`config.mk`:
```
export PLATFORM = sky130hd
export DESIGN_NAME = uart_alu_frame_ctrl
export DESIGN_NICKNAME = d
export VERILOG_FILES = /design/src/rtl/uart_alu_frame_ctrl.sv
export SDC_FILE = /design/constraint.sdc
export NUM_CORES = 1
export LEC_CHECK = 0
export CAP_MARGIN = 10
export CORE_UTILIZATION = 44
export DETAILED_ROUTE_END_ITERATION = 6
export PLACE_DENSITY_LB_ADDON = 0.08
export SYNTH_ARGS = -nofsm -noshare
export SYNTH_HDL_FRONTEND = slang
export SYNTH_SLANG_ARGS = --single-unit
```
`constraint.sdc`:
```
create_clock -name clk -period 1.95 [get_ports clk]
set_input_delay 0.195 -clock clk [delete_from_list [all_inputs] [get_ports clk]]
set_output_delay 0.195 -clock clk [all_outputs]
set_load 0.02 [all_outputs]
```
`src/rtl/uart_alu_frame_ctrl.sv`:
```
// Frame controller between a UART receiver/transmitter pair and an external
// combinational ALU. It collects operand A, operand B and an opcode, then sends
// the ALU result back as a single byte. An inter-byte timeout drops partial frames.
module uart_alu_frame_ctrl #(
  parameter int unsigned DBIT     = 8,
  parameter int unsigned OPBIT    = 6,
  parameter int unsigned TOUT_W   = 20,
  parameter int unsigned TOUT_CYC = 1000000
) (
  input  logic             clk,
  input  logic             reset,
  input  logic             rx_done_tick,
  input  logic [DBIT-1:0]  rx_data,
  input  logic [DBIT-1:0]  alu_result,
  input  logic             tx_done_tick,
  output logic [DBIT-1:0]  alu_a,
  output logic [DBIT-1:0]  alu_b,
  output logic [OPBIT-1:0] alu_op,
  output logic             tx_start,
  output logic [DBIT-1:0]  tx_data,
  output logic             busy,
  output logic             drop_err,
  output logic             tout_err
);

  typedef enum logic [2:0] {S_A, S_B, S_OP, S_EXEC, S_TX} state_t;

  localparam logic [TOUT_W-1:0] TOUT_LAST = TOUT_W'(TOUT_CYC - 1);

  state_t            state, state_next;
  logic [TOUT_W-1:0] cnt, cnt_next;
  logic              load_a, load_b, load_op, exec, drop, tout;

  // Next-state, timeout counter and per-cycle control decode.
  // The counter defaults to 0 so it is cleared whenever a byte is accepted
  // or the state is outside S_B/S_OP; it only advances while waiting.
  always_comb begin
    state_next = state;
    cnt_next   = '0;
    load_a     = 1'b0;
    load_b     = 1'b0;
    load_op    = 1'b0;
    exec       = 1'b0;
    drop       = 1'b0;
    tout       = 1'b0;
    case (state)
      S_A: begin
        if (rx_done_tick) begin
          load_a     = 1'b1;
          state_next = S_B;
        end
      end
      S_B: begin
        if (rx_done_tick) begin
          load_b     = 1'b1;
          state_next = S_OP;
        end else if (cnt == TOUT_LAST) begin
          tout       = 1'b1;
          state_next = S_A;
        end else begin
          cnt_next = cnt + TOUT_W'(1);
        end
      end
      S_OP: begin
        if (rx_done_tick) begin
          load_op    = 1'b1;
          state_next = S_EXEC;
        end else if (cnt == TOUT_LAST) begin
          tout       = 1'b1;
          state_next = S_A;
        end else begin
          cnt_next = cnt + TOUT_W'(1);
        end
      end
      S_EXEC: begin
        exec       = 1'b1;
        drop       = rx_done_tick;
        state_next = S_TX;
      end
      S_TX: begin
        drop = rx_done_tick;
        if (tx_done_tick) state_next = S_A;
      end
      default: state_next = S_A;
    endcase
  end

  // State and timeout counter registers.
  always_ff @(posedge clk) begin
    if (reset) begin
      state <= S_A;
      cnt   <= '0;
    end else begin
      state <= state_next;
      cnt   <= cnt_next;
    end
  end

  // Operand/opcode capture, result register and registered strobes.
  always_ff @(posedge clk) begin
    if (reset) begin
      alu_a    <= '0;
      alu_b    <= '0;
      alu_op   <= '0;
      tx_data  <= '0;
      tx_start <= 1'b0;
      drop_err <= 1'b0;
      tout_err <= 1'b0;
    end else begin
      if (load_a)  alu_a   <= rx_data;
      if (load_b)  alu_b   <= rx_data;
      if (load_op) alu_op  <= rx_data[OPBIT-1:0];
      if (exec)    tx_data <= alu_result;
      tx_start <= exec;
      drop_err <= drop;
      tout_err <= tout;
    end
  end

  // Busy is decoded straight from the state register.
  always_comb begin
    busy = (state == S_EXEC) || (state == S_TX);
  end

endmodule

```
---- Yosys cells after proc, flatten, opt, wreduce, memory -nomap -nowiden ----
Index checks and enable logic that the tools add are counted.
word-level totals
  input bits .............................. 20
  ROM bits ................................ 0
  flip-flop bits (word level) ............. 56
  memories ................................ 0
  output and inout port bits .............. 34
  logic and storage cells ................. 39
  latch bits .............................. 0
  RAM bits ................................ 0
operators by class
  divide/modulo/power cells ............... 0
  multiply operators ...................... 0
  add/subtract/negate cells ............... 1
  mux-type cells .......................... 12
  equality and inequality tests ........... 7
  reductions and logical operators ........ 8
  shift operators ......................... 0
  magnitude comparators ................... 0
  bitwise logic cells ..................... 2
operators by type and width
  cell                   number
  $add 20x1->20 const B  1
  $eq 20x20->1 const B   1
  $mux 3                 5
  $pmux 3 s5             1
  $eq 3x2->1 const B     2
  $mux 1                 6
  $reduce_or 2->1        3
  $ne 2x2->1 const B     2
  $reduce_or 4->1        1
  $eq 3x1->1 const B     1
  $eq 3x3->1 const B     1
  $logic_not 3->1        1
  $reduce_or 3->1        1
  $not 1->1              2
  $reduce_and 2->1       1
  $logic_or 1x1->1       1

---- Longest topological paths before layout ----
Gate-level depths: netlist of run 1.
  depth in word-level cells ............... 4
  gate-level depth with buffers ........... 7
  depth with buffers taken out ............ 5

---- Worst setup path before layout of run 1 ----
No wires, ideal clock.
  path kind ............................... reg2reg
  start point ............................. register cnt[0]
  end point ............................... register cnt[10]
  setup slack ............................. 14 ps
  stages on the path, launching flop included .. 8
  setup time .............................. 115 ps
  data required time ...................... 1835 ps
  period minus slack after synthesis ...... 1936 ps
  buffers on the path ..................... 2
  data arrival time ....................... 1821 ps
  path through ............................ dfxtp_1 > ha_1 > nand3_4 > or4_1 > buf_2 > o21ai_4 > buf_8 > nor2_2
on the way
  longest elaborated chain between the ends .. 2
  elaborated cells between the ends (all ways) .. 3
  those cells by class .................... 1 x add/sub; 1 x eq/ne; 1 x reduce/logical
RTL lines
  item                                                   line  source
  start: declaration                                     31    logic [TOUT_W-1:0] cnt, cnt_next;
  start signal: assignment                               95    cnt <= cnt_next;
  branches (longest 2 deep; another with $add 20x1->20)  n/a
Parallel ways; which one is timed is not known.
A chain may end at the register's enable or synchronous reset.

---- Worst setup path after layout of run 1 ----
  start point ............................. register cnt[1]
  end point ............................... register state[0]
on the way
  longest elaborated chain between the ends .. 4
  elaborated cells between the ends (all ways) .. 5
  those cells by class .................... 1 x eq/ne; 4 x mux
RTL lines
  item                       line    source
  $eq 20x20->1 *             57, 68
  $mux 3 *                   n/a
  $mux 3 (on tied branches)  n/a
  $pmux 3 s5 *               n/a
  end signal: assignment     94      state <= state_next;
  end: declaration           30      state_t state, state_next;
Every way passes the cells marked *; elsewhere a longest branch is shown, timed or not.

==> flow_summary.yaml, run 1 <==
status:
  status: "complete, no violations"
synthesis:
  seq_area_frac_synth: 0.486
  synth-seq-cells: 56
  synth-main-ff-cell: "dfxtp_1"
  synthCells: 246
  ys_async_sr_fraction: 0
  synthMostInstantiatedCell: "dfxtp_1"
  ys_warn_count: 0
  synthesis.nets: 267
  syn_area_per_cell_um2: 9.38
  synth_cell_types: 38
  yosysTopAreaCell: "dfxtp_1"
  synth_area_leaders: "dfxtp_1 (49%), mux2i_1 (10%), nor2_1 (6.3%), xnor2_1 (5.7%), nand2_1 (4.1%)"
  synth_edf_count: 0
  netlist_area_um2: 2310
  synth_top_cell_area_share: 0.486
  synth_common_cells: "dfxtp_1 (56), nor2_1 (39), nand2_1 (25)"
setup_path:
  timing.critical_path.slowest_cell_delay_ns: 0.59
  crit_chain: "ha_1 -> nand3_4 -> or4_1 -> buf_4 -> o211ai_1 -> o41ai_1"
  cp_slowest_cell: "or4_1"
  critPathKind: "reg2reg"
  cp.arrival_ns: 1.97
  startpoint_type: "flip-flop"
  crit_required_ns: 2.14
  critPathMaxFanout: 4
  crit_path_end_kind: "flip-flop"
power:
  p_leak_nw: 1.07
  irDropWorstVdd_v: 0.000429
  p_per_area_nw_per_um2: 832
sta:
  period_minus_slack_ns: 1.78
  rsz0062_at_grt: "false"
  period_share: 0.915
  setup_slack_ns: 0.166
  slew_headroom: 0.683
  setup_viol: 0
  finalHoldViolations: 0
  drv_slew: 0
  worst_slew_pin_slew_ns: 0.469
  clock.fmax_ghz: 0.561
  tns_ns: 0
  clock_skew_ns: 0.00470
route:
  dr.pass1.iters: 4
  drcViolationCount: 0
  route.vias.total: 1843
  ant_nets: 0
  drt_wl_total_um: 4450
  wire_per_inst_um: 11.8
  avgViaCountPerCell: 4.90
  first_iter_violations: 91
finish:
  area_growth_pct: 33.0
  nets: 329
  num-fill-cells: 458
  seq_area_um2: 1120
  stdcell_count: 376
  drive_gt1_frac: 0.126
  multiInputGateArea_um2: 1110
  diodes: 0
floorplanning:
  dieArea_um2: 5540
  fp.dieH_um: 74.4
  boundaryPins: 54
  initial_core_util: 0.473
  core_um2: 4880
  die_x_um: 74.4
  rows: 25
clocking:
  clk_pin_slew_worst_paths_ns: 0.09
  clockBufferDepth: 2
  clock-sinks: 56
  h-tree-depth: 2
  cts_buffers: 5
  ctsHoldBuffers: 0
  worstSkewPairLatency_ns: 0.30
  cts_setup_buffers: 0
  cts_tree: "yes"
  root_buffer: "clkbuf_8"
placed_design:
  place_congestion: 0.825
  pre_cts_ws_ns: 0.160
  hpwlAfterDp_um: 3200
  io_buffers: 53
  placedCellCount: 368
grt:
  grt_pass1_wl_um: 7330
  overflow: 0
  grt_max_degree: 34
  grt_use_total: 0.174
  antenna_found_initial: 0
  grt_pass1_vias: 1665
flow_run:
  max_cap_viol_count: 0
worst_hold_path:
  min_path_type: "reg2reg"
area by class of cell:
class	count	area share
clock buffer	8	0.0293
inverter	7	0.00856
multi-input combinational	172	0.360
sequential	56	0.366
tap	67	0.0273
timing repair buffer	66	0.209
state kept, by name, indices dropped and copies added, names as in the netlist:
| name | flops |
|---|---|
| alu_a | 8 |
| alu_b | 8 |
| alu_op | 6 |
| cnt | 20 |
| drop_err | 1 |
| state | 3 |
| tout_err | 1 |
| tx_data | 8 |
| tx_start | 1 |
metrics by stage:
stage,utilization,total power (W),area [um^2],hold slack (ns)
global route,0.629,0.00269,3070,0.479
CTS,0.629,0.00259,3070,0.459
floorplan,-,0.00168,2310,0.331
finish,0.629,0.00256,3070,0.457
global placement,0.610,0.00195,2980,0.442
detailed placement,0.610,0.00196,2980,0.447
critical path: cells and delay by family, from the launching register on:
kind | cells | cell delay (ns)
compound gates | 2 | 0.23
buf+inv | 1 | 0.18
fa+ha+maj | 1 | 0.23
flops | 1 | 0.36
simple gates | 2 | 0.66
final timing paths:
check                           slack (ns)  cells after the start  startpoint        to
worst max-delay path                  0.17                      6      cnt[1]  state[0]
worst min-delay path                  0.46                      2    alu_a[7]  alu_a[7]
worst max register to register        0.17                      6      cnt[1]  state[0]
worst min register to register        0.46                      2    alu_a[7]  alu_a[7]
cells by family after synthesis:
kind of cell,Yosys count,synth area share
buffers and inverters,18,0.0352
AND/OR/NAND/NOR,113,0.260
adder cells (fa/ha/maj),1,0.00542
flip-flops,56,0.486
XOR/XNOR,16,0.0607
AO/OA/AOI/OAI,19,0.0537
multiplexers,23,0.0997
power by group:
| group | switching, W | internal (W) | total (W) |
|---|---|---|---|
| sequential | 0.0000646 | 0.00123 | 0.00129 |
| combinational | 0.000316 | 0.000314 | 0.000630 |
| clock | 0.000341 | 0.000290 | 0.000631 |
| total | 0.000721 | 0.00183 | 0.00256 |
what timing repair did:
action,CTS,global route
resized for setup,0,2
endpoints found under the setup margin,0,1
hold endpoints to repair,0,0
cells in the final DEF, fill, tap and decap left out, types with 2 or more instances in the layout:
cell type	n
nor2_1	39
nand3b_1	2
nand3_1	6
mux2i_1	23
clkbuf_1	2
clkbuf_8	6
clkdlybuf4s50_1	53
xnor2_1	15
nor4b_1	3
nor4_2	2
nor2_2	10
nand2_1	25
inv_1	7
dfxtp_1	54
o21ai_0	2
dfxtp_2	2
nor3_1	6
nor4_1	4
or3_1	2
nor3b_1	2
a211oi_1	2
buf_4	12
and3_1	2
nand4_1	3
a21oi_1	10
metal layers:
| layer | wire, um | part of all wire | track usage |
|---|---|---|---|
| met1 | 2030 | 0.46 | 0.207 |
| met2 | 2110 | 0.47 | 0.300 |
| met3 | 232 | 0.052 | 0.0420 |
| met4 | 70 | 0.016 | 0.0692 |
| met5 | 0 | 0 | 0 |
Power figures use the tool's default switching activity.
==> run 2, diff against run 1 <==
--- a/constraint.sdc
+++ b/constraint.sdc
@@ -3,2 +3,2 @@
 set_output_delay 0.195 -clock clk [all_outputs]
-set_load 0.02 [all_outputs]
+set_load 0.005 [all_outputs]
==> run 2 against run 1 <==
  * Clock skew decreased by 0.0013 ns
  * Core utilization is 0.46 points higher
  * Hold slack gained 0.0088 ns
  * Setup slack worse by 0.032 ns
  * Count of clock-buffer cells in the layout shrank 3
  * Sequential power hardly changed
  * Routed wire length increased by 5.8%
  * Critical path depth did not move
  * Total power is 1.4% higher
  * Register-to-register slack got worse by 0.03 ns
  * Clock power grew 19%
  * Largest cell class unchanged
==> flow_summary.yaml, run 2 (synthesis results as in run 1) <==
status:
  status: "complete, no violations"
sta:
  drv_slew: 0
  clock_skew_ns: 0.00340
  finalHoldViolations: 0
  setup_slack_ns: 0.134
  rsz0062_at_grt: "false"
  slew_headroom: 0.675
  clock.fmax_ghz: 0.551
  period_minus_slack_ns: 1.82
  worst_slew_pin_slew_ns: 0.480
  tns_ns: 0
  setup_viol: 0
  period_share: 0.932
clocking:
  cts_tree: "yes"
  h-tree-depth: 2
  clk_pin_slew_worst_paths_ns: 0.10
  clockBufferDepth: 2
  cts_buffers: 5
  clock-sinks: 56
  worstSkewPairLatency_ns: 0.31
  cts_setup_buffers: 0
  root_buffer: "clkbuf_8"
floorplanning:
  initial_core_util: 0.473
  boundaryPins: 54
  die_x_um: 74.4
  dieArea_um2: 5540
  rows: 25
  core_um2: 4880
  fp.dieH_um: 74.4
placed_design:
  place_congestion: 0.777
  pre_cts_ws_ns: 0.150
  io_buffers: 53
  hpwlAfterDp_um: 3290
finish:
  num-fill-cells: 440
  final_core_util: 0.634
  drive_gt1_frac: 0.129
  final_common_cell: "dfxtp_1"
  multiInputGateArea_um2: 1110
  largest-register: "cnt"
  diodes: 0
  area_growth_pct: 34.0
  seq_area_um2: 1120
  final_cell_mix: "dfxtp_1 (56), clkdlybuf4s50_1 (53), nor2_1 (39)"
  nets: 330
  largest_reg_flops: 20
power:
  p_per_area_nw_per_um2: 838
  irDropWorstVdd_v: 0.000557
  p_leak_nw: 1.10
setup_path:
  crit_path_end_kind: "flip-flop"
  crit_start: "cnt[1]"
  critPathMaxFanout: 4
  r2r-start: "cnt[1]"
  endpoint: "cnt[19]"
  worst_r2r_endpoint: "cnt[19]"
  crit_required_ns: 2.15
  rrSetupSlack_ns: 0.13
  cp.arrival_ns: 2.02
  startpoint_type: "flip-flop"
  critPathKind: "reg2reg"
  ff2ff_path_depth: 6
worst_hold_path:
  min_path_type: "reg2reg"
flow_run:
  max_cap_viol_count: 0
route:
  route.vias.total: 1848
  avgViaCountPerCell: 4.90
  first_iter_violations: 71
  dr.pass1.iters: 4
  drt_wl_total_um: 4700
  ant_nets: 0
  wire_per_inst_um: 12.5
  drcViolationCount: 0
grt:
  grt_pass1_vias: 1717
  grt_pass1_wl_um: 7730
  overflow: 0
  grt_use_total: 0.185
  antenna_found_initial: 0
  grt_max_degree: 34
==> run 2: cell types whose count changed in the layout (fill, tap and decap cells not counted), sizes merged <==
| cell | previous run | this run |
|---|---|---|
| clkinvlp | 0 | 1 |
| bufinv | 0 | 1 |
| clkbuf | 8 | 5 |
| buf | 13 | 14 |
| clkinv | 0 | 1 |
==> run 2: what timing repair did <==
item	CTS	global route
gates resized for setup	0	1
hold buffers	0	0
setup endpoints to repair	0	1
==> run 2: area by class of cell <==
type                            count  area share
Multi-Input combinational cell    172       0.360
Clock inverter                      3      0.0138
Tap cell                           67      0.0271
Inverter                            7     0.00850
Sequential cell                    56       0.362
Clock buffer                        5      0.0222
Timing Repair Buffer               67       0.206
==> run 2: through the flow <==
step	hold WS, ns	instance area, um^2	power (W)	instances
floorplan	0.331	2310	0.00161	246
global placement	0.442	2970	0.00186	369
detailed placement	0.449	2970	0.00187	369
CTS	0.455	3080	0.00263	377
global route	0.481	3090	0.00273	377
finish	0.465	3090	0.00259	377
==> run 2: worst min path at each step <==
| stage | start | to | slack, ns | cells past startpoint |
|---|---|---|---|---|
| floorplan | rx_data[0] | alu_a[0] | 0.33 | 2 |
| global placement | alu_a[0] | alu_a[0] | 0.44 | 2 |
| detailed placement | alu_a[7] | alu_a[7] | 0.45 | 2 |
| CTS | rx_data[6] | alu_a[6] | 0.46 | 3 |
| global route | alu_a[2] | alu_a[2] | 0.48 | 2 |
| finish | alu_a[2] | alu_a[2] | 0.47 | 2 |
==> run 2: layer usage <==
metal	up-vias	wire length, um	GRT usage
li1	954	-	-
met1	846	2230	0.226
met2	41	2160	0.308
met3	7	233	0.0461
met4	0	77	0.0818
met5	-	0	0
==> run 2: power by group <==
group	switching [W]	internal, W
Clock	0.000368	0.000380
Sequential	0.0000631	0.00123
Combinational	0.000244	0.000308
Total	0.000675	0.00192
==> run 2: worst max-delay path: stages, from the launching register on <==
cell	delay (ns)
dfxtp_1	0.36
ha_1	0.23
nand3_4	0.08
or4_1	0.60
buf_4	0.19
o221ai_1	0.18
a211oi_1	0.07
